--- src/rtl/mem_arb_pkg.sv ---
// Shared types and sizes for the two-port RAM arbiter: address/data widths
// and the owner tags that follow each read through the RAM latency.
package mem_arb_pkg;

   localparam int HBIT_ADDR = 9;
   localparam int HBIT_DATA = 23;

   localparam int OWN_W = 2;
   typedef enum logic [OWN_W-1:0] {
      OWN_NONE = 2'd0,
      OWN_IF   = 2'd1,
      OWN_LS   = 2'd2
   } own_t;

   // Number of cycles a tag travels: one for the RAM, one for the response register.
   localparam int TAG_STAGES = 2;

   function automatic own_t own_of(input logic if_gnt, input logic ls_gnt, input logic ls_we);
      own_t t;
      t = OWN_NONE;
      if (if_gnt)
         t = OWN_IF;
      else if (ls_gnt && !ls_we)
         t = OWN_LS;
      return t;
   endfunction

endpackage

--- src/rtl/mem_arb_if.sv ---
// Bus bundle between the fetch/load-store requesters, the arbiter and the RAM.
// The arbiter connects through the slave modport; the environment uses master.
interface mem_arb_if;
   import mem_arb_pkg::*;

   logic                 iw_if_req;
   logic [HBIT_ADDR:0]   iw_if_addr;
   logic                 ow_if_gnt;
   logic                 or_if_rvalid;
   logic [HBIT_DATA:0]   or_if_rdata;

   logic                 iw_ls_req;
   logic                 iw_ls_we;
   logic [HBIT_ADDR:0]   iw_ls_addr;
   logic [HBIT_DATA:0]   iw_ls_wdata;
   logic                 ow_ls_gnt;
   logic                 or_ls_rvalid;
   logic [HBIT_DATA:0]   or_ls_rdata;

   logic                 ow_mem_we;
   logic [HBIT_ADDR:0]   ow_mem_addr;
   logic [HBIT_DATA:0]   ow_mem_wdata;
   logic [HBIT_DATA:0]   iw_mem_rdata;

   modport slave (
      input  iw_if_req, iw_if_addr, iw_ls_req, iw_ls_we, iw_ls_addr, iw_ls_wdata, iw_mem_rdata,
      output ow_if_gnt, or_if_rvalid, or_if_rdata, ow_ls_gnt, or_ls_rvalid, or_ls_rdata,
             ow_mem_we, ow_mem_addr, ow_mem_wdata
   );

   modport master (
      output iw_if_req, iw_if_addr, iw_ls_req, iw_ls_we, iw_ls_addr, iw_ls_wdata, iw_mem_rdata,
      input  ow_if_gnt, or_if_rvalid, or_if_rdata, ow_ls_gnt, or_ls_rvalid, or_ls_rdata,
             ow_mem_we, ow_mem_addr, ow_mem_wdata
   );

endinterface

--- src/rtl/mem_arb_pick.sv ---
// Combinational grant selection between fetch and load/store.
// MEM_ARB_RR_EN selects round-robin with a one-bit pointer; otherwise fixed priority.
module mem_arb_pick #(
   parameter int P_IF_PRIO = 0
) (
`ifdef MEM_ARB_RR_EN
   input  logic clk,
`endif
   input  logic rst,
   input  logic if_req,
   input  logic ls_req,
   output logic if_gnt,
   output logic ls_gnt
);

   logic if_first;

`ifdef MEM_ARB_RR_EN
   // ptr_reg = 1 means fetch wins the next contended cycle.
   logic ptr_reg;
   logic ptr_next;

   always_ff @(posedge clk) begin
      if (rst)
         ptr_reg <= 1'b1;
      else
         ptr_reg <= ptr_next;
   end

   always_comb begin
      ptr_next = ptr_reg;
      if (if_gnt)
         ptr_next = 1'b0;
      else if (ls_gnt)
         ptr_next = 1'b1;
   end

   assign if_first = ptr_reg;
`else
   assign if_first = (P_IF_PRIO != 0);
`endif

   always_comb begin
      if_gnt = 1'b0;
      ls_gnt = 1'b0;
      if (!rst) begin
         if (if_req && (!ls_req || if_first))
            if_gnt = 1'b1;
         else if (ls_req)
            ls_gnt = 1'b1;
      end
   end

endmodule

--- src/rtl/mem_arb.sv ---
// Two-requester arbiter in front of a single-port, 1-cycle-latency RAM.
// Optional round-robin arbitration is enabled by defining MEM_ARB_RR_EN.
module mem_arb
   import mem_arb_pkg::*;
#(
   parameter int P_IF_PRIO = 0
) (
   input logic       iw_clk,
   input logic       iw_rst,
   mem_arb_if.slave  bus
);

   logic               if_gnt;
   logic               ls_gnt;
   logic [HBIT_ADDR:0] mem_addr;
   logic [HBIT_ADDR:0] last_addr_reg;
   own_t               tag_reg [TAG_STAGES];
   own_t               tag_next;
   logic [HBIT_DATA:0] if_rdata_reg;
   logic [HBIT_DATA:0] ls_rdata_reg;

   mem_arb_pick #(
      .P_IF_PRIO (P_IF_PRIO)
   ) u_pick (
`ifdef MEM_ARB_RR_EN
      .clk    (iw_clk),
`endif
      .rst    (iw_rst),
      .if_req (bus.iw_if_req),
      .ls_req (bus.iw_ls_req),
      .if_gnt (if_gnt),
      .ls_gnt (ls_gnt)
   );

   // Idle cycles re-present the last address so the RAM only does a harmless read.
   always_comb begin
      mem_addr = last_addr_reg;
      if (if_gnt)
         mem_addr = bus.iw_if_addr;
      else if (ls_gnt)
         mem_addr = bus.iw_ls_addr;
   end

   assign tag_next = own_of(if_gnt, ls_gnt, bus.iw_ls_we);

   always_ff @(posedge iw_clk) begin
      if (iw_rst) begin
         last_addr_reg <= '0;
         if_rdata_reg  <= '0;
         ls_rdata_reg  <= '0;
         for (int i = 0; i < TAG_STAGES; i++)
            tag_reg[i] <= OWN_NONE;
      end else begin
         if (if_gnt || ls_gnt)
            last_addr_reg <= mem_addr;
         tag_reg[0] <= tag_next;
         for (int i = 1; i < TAG_STAGES; i++)
            tag_reg[i] <= tag_reg[i-1];
         // Stage 0 marks the cycle the RAM data for that read is on iw_mem_rdata.
         if (tag_reg[0] == OWN_IF)
            if_rdata_reg <= bus.iw_mem_rdata;
         if (tag_reg[0] == OWN_LS)
            ls_rdata_reg <= bus.iw_mem_rdata;
      end
   end

   assign bus.ow_if_gnt    = if_gnt;
   assign bus.ow_ls_gnt    = ls_gnt;
   assign bus.ow_mem_addr  = mem_addr;
   assign bus.ow_mem_we    = ls_gnt & bus.iw_ls_we;
   assign bus.ow_mem_wdata = bus.iw_ls_wdata;
   assign bus.or_if_rvalid = (tag_reg[TAG_STAGES-1] == OWN_IF);
   assign bus.or_ls_rvalid = (tag_reg[TAG_STAGES-1] == OWN_LS);
   assign bus.or_if_rdata  = if_rdata_reg;
   assign bus.or_ls_rdata  = ls_rdata_reg;

endmodule

--- src/flat_wrapper.sv ---
// flat-port wrapper written by rule: the top's interface ports become plain ports
module mem_arb_flat import mem_arb_pkg::*;
#(
   parameter int P_IF_PRIO = 0
)
  (iw_clk, iw_rst, bus_iw_if_req, bus_iw_if_addr, bus_iw_ls_req, bus_iw_ls_we, bus_iw_ls_addr, bus_iw_ls_wdata, bus_iw_mem_rdata, bus_ow_if_gnt, bus_or_if_rvalid, bus_or_if_rdata, bus_ow_ls_gnt, bus_or_ls_rvalid, bus_or_ls_rdata, bus_ow_mem_we, bus_ow_mem_addr, bus_ow_mem_wdata);
  mem_arb_if bus_i ();
  input logic iw_clk;
  input logic iw_rst;
  input wire logic [$bits(bus_i.iw_if_req)-1:0] bus_iw_if_req;
  input wire logic [$bits(bus_i.iw_if_addr)-1:0] bus_iw_if_addr;
  input wire logic [$bits(bus_i.iw_ls_req)-1:0] bus_iw_ls_req;
  input wire logic [$bits(bus_i.iw_ls_we)-1:0] bus_iw_ls_we;
  input wire logic [$bits(bus_i.iw_ls_addr)-1:0] bus_iw_ls_addr;
  input wire logic [$bits(bus_i.iw_ls_wdata)-1:0] bus_iw_ls_wdata;
  input wire logic [$bits(bus_i.iw_mem_rdata)-1:0] bus_iw_mem_rdata;
  output wire logic [$bits(bus_i.ow_if_gnt)-1:0] bus_ow_if_gnt;
  output wire logic [$bits(bus_i.or_if_rvalid)-1:0] bus_or_if_rvalid;
  output wire logic [$bits(bus_i.or_if_rdata)-1:0] bus_or_if_rdata;
  output wire logic [$bits(bus_i.ow_ls_gnt)-1:0] bus_ow_ls_gnt;
  output wire logic [$bits(bus_i.or_ls_rvalid)-1:0] bus_or_ls_rvalid;
  output wire logic [$bits(bus_i.or_ls_rdata)-1:0] bus_or_ls_rdata;
  output wire logic [$bits(bus_i.ow_mem_we)-1:0] bus_ow_mem_we;
  output wire logic [$bits(bus_i.ow_mem_addr)-1:0] bus_ow_mem_addr;
  output wire logic [$bits(bus_i.ow_mem_wdata)-1:0] bus_ow_mem_wdata;
  assign bus_i.iw_if_req = bus_iw_if_req;
  assign bus_i.iw_if_addr = bus_iw_if_addr;
  assign bus_i.iw_ls_req = bus_iw_ls_req;
  assign bus_i.iw_ls_we = bus_iw_ls_we;
  assign bus_i.iw_ls_addr = bus_iw_ls_addr;
  assign bus_i.iw_ls_wdata = bus_iw_ls_wdata;
  assign bus_i.iw_mem_rdata = bus_iw_mem_rdata;
  assign bus_ow_if_gnt = bus_i.ow_if_gnt;
  assign bus_or_if_rvalid = bus_i.or_if_rvalid;
  assign bus_or_if_rdata = bus_i.or_if_rdata;
  assign bus_ow_ls_gnt = bus_i.ow_ls_gnt;
  assign bus_or_ls_rvalid = bus_i.or_ls_rvalid;
  assign bus_or_ls_rdata = bus_i.or_ls_rdata;
  assign bus_ow_mem_we = bus_i.ow_mem_we;
  assign bus_ow_mem_addr = bus_i.ow_mem_addr;
  assign bus_ow_mem_wdata = bus_i.ow_mem_wdata;
  mem_arb #(.P_IF_PRIO(P_IF_PRIO)) u_core (.iw_clk(iw_clk), .iw_rst(iw_rst), .bus(bus_i));
endmodule
--- config.mk ---
export PLATFORM = sky130hd
export DESIGN_NAME = mem_arb_flat
export DESIGN_NICKNAME = d
export VERILOG_FILES = /design/src/rtl/mem_arb_pkg.sv /design/src/rtl/mem_arb_if.sv /design/src/rtl/mem_arb_pick.sv /design/src/rtl/mem_arb.sv /design/src/flat_wrapper.sv
export SDC_FILE = /design/constraint.sdc
export NUM_CORES = 1
export LEC_CHECK = 0
export BUFFER_PORTS_ARGS = -buffer_cell sky130_fd_sc_hd__buf_2
export CAP_MARGIN = 20
export CORE_ASPECT_RATIO = 0.7
export CORE_MARGIN = 2
export CORE_UTILIZATION = 40
export DETAILED_ROUTE_END_ITERATION = 12
export PLACE_DENSITY = 0.87
export RECOVER_POWER = 50
export SLEW_MARGIN = 20
export SYNTH_ARGS = -nofsm -noshare
export SYNTH_HDL_FRONTEND = slang
export SYNTH_HIERARCHICAL = 1
export SYNTH_SLANG_ARGS = --single-unit
--- constraint.sdc ---
create_clock -name iw_clk -period 1.8 [get_ports iw_clk]
set_input_delay 0.36 -clock iw_clk [delete_from_list [all_inputs] [get_ports iw_clk]]
set_output_delay 0.36 -clock iw_clk [all_outputs]
set_load 0.05 [all_outputs]
==> results of run 1 <==
where the power goes:
group / internal [mW] / switching [mW]
Clock: 0.559 / 0.501
Combinational: 0.217 / 0.363
Sequential: 1.41 / 0.0163
Total: 2.19 / 0.881
cell families (layout without fill, tap and decap cells):
kind of cell,after synthesis,count (layout),share of synthesized area (%)
AO/OA/AOI/OAI,58,58,12.3
AND/OR/NAND/NOR,149,149,25.9
buffers and inverters,47,144,13.6
flip-flops,62,62,48.3
how the worst min path moves through the flow:
stage	from	slack [ns]	end	cells past startpoint
finish	bus_iw_ls_we	0.21	u_core/tag_reg[0][1]	2
global placement	u_core/bus.or_if_rdata[3]	0.44	u_core/bus.or_if_rdata[3]	2
global route	bus_iw_ls_we	0.20	u_core/tag_reg[0][1]	2
floorplan	bus_iw_ls_we	0.44	u_core/tag_reg[0][1]	1
CTS	bus_iw_ls_we	0.19	u_core/tag_reg[0][1]	2
detailed placement	u_core/bus.or_ls_rdata[13]	0.45	u_core/bus.or_ls_rdata[13]	2
critical path, stage by stage:
cell      delay (ns)
buf_6           0.08
nor2b_4         0.24
buf_12          0.15
nor2b_2         0.04
a211oi_2        0.21
buf_4           0.16
nor2_4          0.04
buf_6           0.15
routing by layer:
layer | GRT usage (%) | routed length (microns) | vias to the layer above
met4 | 7.46 | 111 | 0
met1 | 20.1 | 2770 | 1098
li1 | - | - | 1171
met3 | 6.92 | 481 | 14
met2 | 31.0 | 3180 | 89
met5 | 0 | 0 | -
per-stage QoR:
stage	cells	area (sq um)
after CTS	486	3350
after global placement	471	3150
after global routing	491	3510
after detailed placement	471	3150
after floorplan	316	2740
final	491	3510
repair_timing:
action | in CTS | in global routing
gates cloned | 0 | 2
pin swaps | 4 | 8
resized for setup | 5 | 32
setup endpoints to repair | 7 | 10
buffers inserted | 0 | 3
synthesized netlist by cell type:
cell	count
a21oi_1	48
a211oi_1	10
dfxtp_1	62
nand2_1	96
buf_4	27
nor3_1	10
buf_1	1
buf_2	3
nor4b_1	1
and2b_1	2
nor2b_1	26
nand2b_1	2
clkbuf_1	7
and2_1	1
nor3b_2	1
buf_6	9
nor2_1	10
area by class of cell:
cell class              count  area, sq um  share of cell area, %
flip-flops and latches     62         1240                   35.3
clock inverters             4         22.5                  0.641
repair buffers            129          813                   23.2
clock buffers              11          151                   4.31
well taps                  78         97.6                   2.78
multi-input cells         207         1190                   33.8
==> results.cfg, run 1 <==
[status]
status = finished, final reports clean

[cells_and_area]
layout.nets = 482
layout-drive-gt1-share_pct = 43.3
n_antenna_cell = 0
area_delta_synth_final_pct = 36.6
most-common-layout-cells = buf_2 (100), nand2_1 (96), dfxtp_1 (62)
fill_cells = 562
utilization_pct = 56.5
mostFrequentLayoutCell = buf_2

[drt]
ant_nets = 0
drc = 0
detail_route.wl_per_cell_microns = 13.3
drt_iter0_markers = 85
postRouteWirelength_microns = 6540
viasPerCell = 4.83
via_count = 2372
drtPass1Iterations = 4

[floorplan]
rows = 24
dieArea_sq_um = 7100
core_region_area_sq_um = 6220
pin_count = 160
fp.dieH_microns = 71.1
die_x_microns = 99.8
start_util_pct = 41.4

[sta]
setup_tns_ns = 0
setup_viol = 0
rsz0062_at_grt = yes
finalHoldViolCount = 0
slew_headroom_pct = 19.1
post-route-period-util_pct = 99.5
worstMarginPinSlew_ns = 1.21
max_freq_mhz = 558
skew_ns = 0.00439
worst_hold_slack_ns = 0.213
fin_crit_ns = 1.79
finalWorstSetupSlack_ns = 0.00821
maxSlewViolCount = 0

[clocking]
cts_sinks = 62
clock_latency_ns = 0.33
htreeDepth = 3
clk_path_buf_depth = 2
cts_tree = yes
holdBufCountCts = 0
cts.clk_slew.worst_paths_ns = 0.06
cts-root-buf = clkbuf_8
cts_made_buffers = 9

[logic_synthesis]
synth_cell_types = 17
synth_seq_cells = 62
yosysSeqAreaShare_pct = 48.3
synth_top_area_share_pct = 48.3
syn_nets = 389
synth.cell_area_sq_um = 2570
ys_warn_count = 6
yosys.area.top_type = dfxtp_1
syn_inst = 316
synth_area_per_cell_sq_um = 8.14
synth_area_leaders = dfxtp_1 (48%), nand2_1 (14%), a21oi_1 (9.3%)

[grt]
grt_max_degree = 63
antenna_found_initial = 0
gr-usage-all-layers_pct = 18.0
gr-total-overflow = 0
grt_pass1_wl_microns = 10000
grt_pass1_vias = 2275

[placement]
portBuffers = 111
gp_congestion = 0.789
place_ws_ns = -0.0584
hpwl_microns = 4470

[setup_path]
r2r_slack_ns = 0.61
start_kind = input pin
crit_type = input pin to output pin
r2r_start = u_core/tag_reg[0][0]
critPathLaunch = bus_iw_ls_req
timing.rr.end = u_core/bus.or_ls_rdata[0]
rr_worst_depth = 4
end_kind = output pin
critPathArrivalTime_ns = 1.43
endpoint = bus_ow_mem_addr[7]
worstPathRequired_ns = 1.44
cp_max_fo = 6

[power_and_ir_drop]
vdd_drop_max_v = 0.000413
power.density_nw_per_um2 = 874
p_total_mw = 3.07
leakagePower_nw = 1.53

[job]
max-cap-violations = 0

[hold_path]
worstHoldPathType = input pin to flop
(Power assumes the default switching activity.)
==> run 2, diff against run 1 <==
Settings changed: PLACE_DENSITY 0.87 to 0.85, SYNTH_HIERARCHICAL 1 to unset.
==> run 2 against run 1 <==
  * Power up 8.5%
  * Cell count grew 6.9%
  * Area after synthesis up 10%
  * Highest routed layer unchanged
  * Wire length up 8.4%
  * Clock skew grew 0.0029 ns
  * Critical path type unchanged
  * Final area shrank 2.8%
  * Sequential power about the same
  * Critical path depth shrank 2
==> results.cfg, run 2 <==
[placement]
gp_congestion = 0.884
place_ws_ns = 0.112
hpwl_microns = 5140
portBuffers = 111
dp.cells = 509

[logic_synthesis]
syn_inst = 341
yosys.area_share.simple_pct = 24.7
synth_top_flop_cell = dfxtp_1
synth_fa_ha_area_share_pct = 0
synth_xor_area_share_pct = 0
synth_area_per_cell_sq_um = 8.30
syn_nets = 414
synth_top_area_share_pct = 43.9
synth.cell_area_sq_um = 2830
synth-compound-area-share_pct = 18.6
synthMostInstantiatedCell = nand2_1
synth_area_leaders = dfxtp_1 (44%), nand2_1 (15%), a21oi_2 (9.3%)
synth_edf_count = 0
yosys.area.top_type = dfxtp_1
synth_top_family_by_area = simple AND/OR/NAND/NOR gates
yosysSeqAreaShare_pct = 43.9
synth_seq_cells = 62
synth_mux_area_share_pct = 0
async_flop_share_pct = 0
synth_cell_types = 18
synth_top_cells_by_count = nand2_1 (116), dfxtp_1 (62), buf_4 (34)
ys_warn_count = 0

[floorplan]
rows = 25
start_util_pct = 41.7
die_x_microns = 105
dieArea_sq_um = 7780
pin_count = 160
fp.dieH_microns = 74.4
core_region_area_sq_um = 6790

[clocking]
cts.clk_slew.worst_paths_ns = 0.06
cts-root-buf = clkbuf_8
cts_made_buffers = 9
cts_tree = yes
cts_resized = 0
clk_path_buf_depth = 2
clock_latency_ns = 0.32
holdBufCountCts = 0
cts_sinks = 62
htreeDepth = 3
cts_setup_buffers = 0

[grt]
grt_pass1_vias = 2442
gr-usage-all-layers_pct = 18.3
grt_pass1_wl_microns = 11400
gr-total-overflow = 0
grt_max_degree = 41
antenna_found_initial = 0

[cells_and_area]
most-common-layout-cells = nand2_1 (116), buf_2 (95), dfxtp_1 (62)
layout-drive-gt1-share_pct = 35.0
layout.nets = 499
layoutNonFillerInstCount = 525
n_antenna_cell = 0
mostFrequentLayoutCell = nand2_1
utilization_pct = 50.3
area_delta_synth_final_pct = 20.6

[setup_path]
cp_slowest_stage_delay_ns = 0.26
r2r_slack_ns = 0.30
cp_slowest_cell = buf_2
r2r_start = u_core.tag_reg[0][0]
end_kind = output pin
critPathArrivalTime_ns = 1.34
cpMostUsedCell = buf_2
rr_worst_depth = 4
start_kind = input pin
cp_cell_sequence = buf_2, nor2b_2, buf_4, a32oi_1, nand2_1, buf_2
crit_type = input pin to output pin
cp_max_fo = 11
worstPathRequired_ns = 1.44
timing.rr.end = u_core.bus.or_ls_rdata[9]

[sta]
fin_crit_ns = 1.70
slew_headroom_pct = 24.0
setup_viol = 0
worst_hold_slack_ns = 0.213
worstMarginPinSlew_ns = 1.14
max_freq_mhz = 589
maxSlewViolCount = 0
rsz0062_at_grt = no
post-route-period-util_pct = 94.3
finalHoldViolCount = 0
setup_tns_ns = 0
skew_ns = 0.00726
finalWorstSetupSlack_ns = 0.102

[drt]
drt_iter0_markers = 98
via_count = 2593
viasPerCell = 4.94
detail_route.wl_per_cell_microns = 13.5
postRouteWirelength_microns = 7090
drc = 0
ant_nets = 0
drtPass1Iterations = 4

[hold_path]
worstHoldStart = bus_iw_ls_we
hold_depth = 2
worstHoldPathType = input pin to flop
worstHoldEndpoint = u_core.tag_reg[0][1]

[job]
max-cap-violations = 0

[power_and_ir_drop]
leakagePower_nw = 1.45
vdd_drop_max_v = 0.000462
power.density_nw_per_um2 = 975

[status]
status = finished, final reports clean
run 2: per-stage QoR:
step	power (mW)	cell area [sq um]
6_report	3.33	3410
3_3_place_gp	2.05	3270
2_1_floorplan	2.04	2830
5_1_grt	3.48	3410
3_5_place_dp	2.07	3270
4_1_cts	3.38	3480
run 2: layer usage:
metal | track usage, % | part of all wire (%) | routed length, microns | vias up
li1 | - | - | - | 1270
met1 | 22.3 | 45 | 3220 | 1225
met2 | 30.4 | 48 | 3400 | 86
met3 | 5.43 | 4.8 | 342 | 12
met4 | 8.41 | 1.7 | 121 | 0
met5 | 0 | 0 | 0 | -
run 2: worst max-delay path by stage:
stage	from	end	slack [ns]	cells after the start
2_1_floorplan	iw_rst	bus_ow_mem_addr[0]	0.01	5
3_3_place_gp	bus_iw_ls_req	bus_ow_mem_addr[4]	0.17	5
3_5_place_dp	bus_iw_ls_req	bus_ow_mem_addr[2]	0.11	5
4_1_cts	bus_iw_ls_req	bus_ow_mem_addr[2]	0.11	5
5_1_grt	bus_iw_ls_req	bus_ow_mem_addr[8]	0.01	6
6_report	bus_iw_ls_req	bus_ow_mem_addr[0]	0.10	6
run 2: layout make-up:
cell class	count	area, sq um
Clock inverter	6	86.3
Sequential cell	62	1240
Clock buffer	10	128
Multi-Input combinational cell	229	1220
Timing Repair Buffer	124	622
Fill cell	697	3370
Tap cell	94	118
run 2: critical path, delay by kind of cell:
family	cells	cell delay, ns
AO/OA/AOI/OAI	1	0.06
buffers and inverters	3	0.63
AND/OR/NAND/NOR	2	0.28
run 2: kinds of logic after synthesis:
family,after synthesis
simple gates,160
flops,62
compound gates,69
buf+inv,50
run 2: report_power, final:
group	switching [mW]	internal (mW)	total [mW]	leakage, nW
clock network	0.525	0.777	1.30	0.106
registers	0.0290	1.43	1.46	0.506
logic	0.411	0.160	0.571	0.837
total	0.965	2.36	3.33	1.45
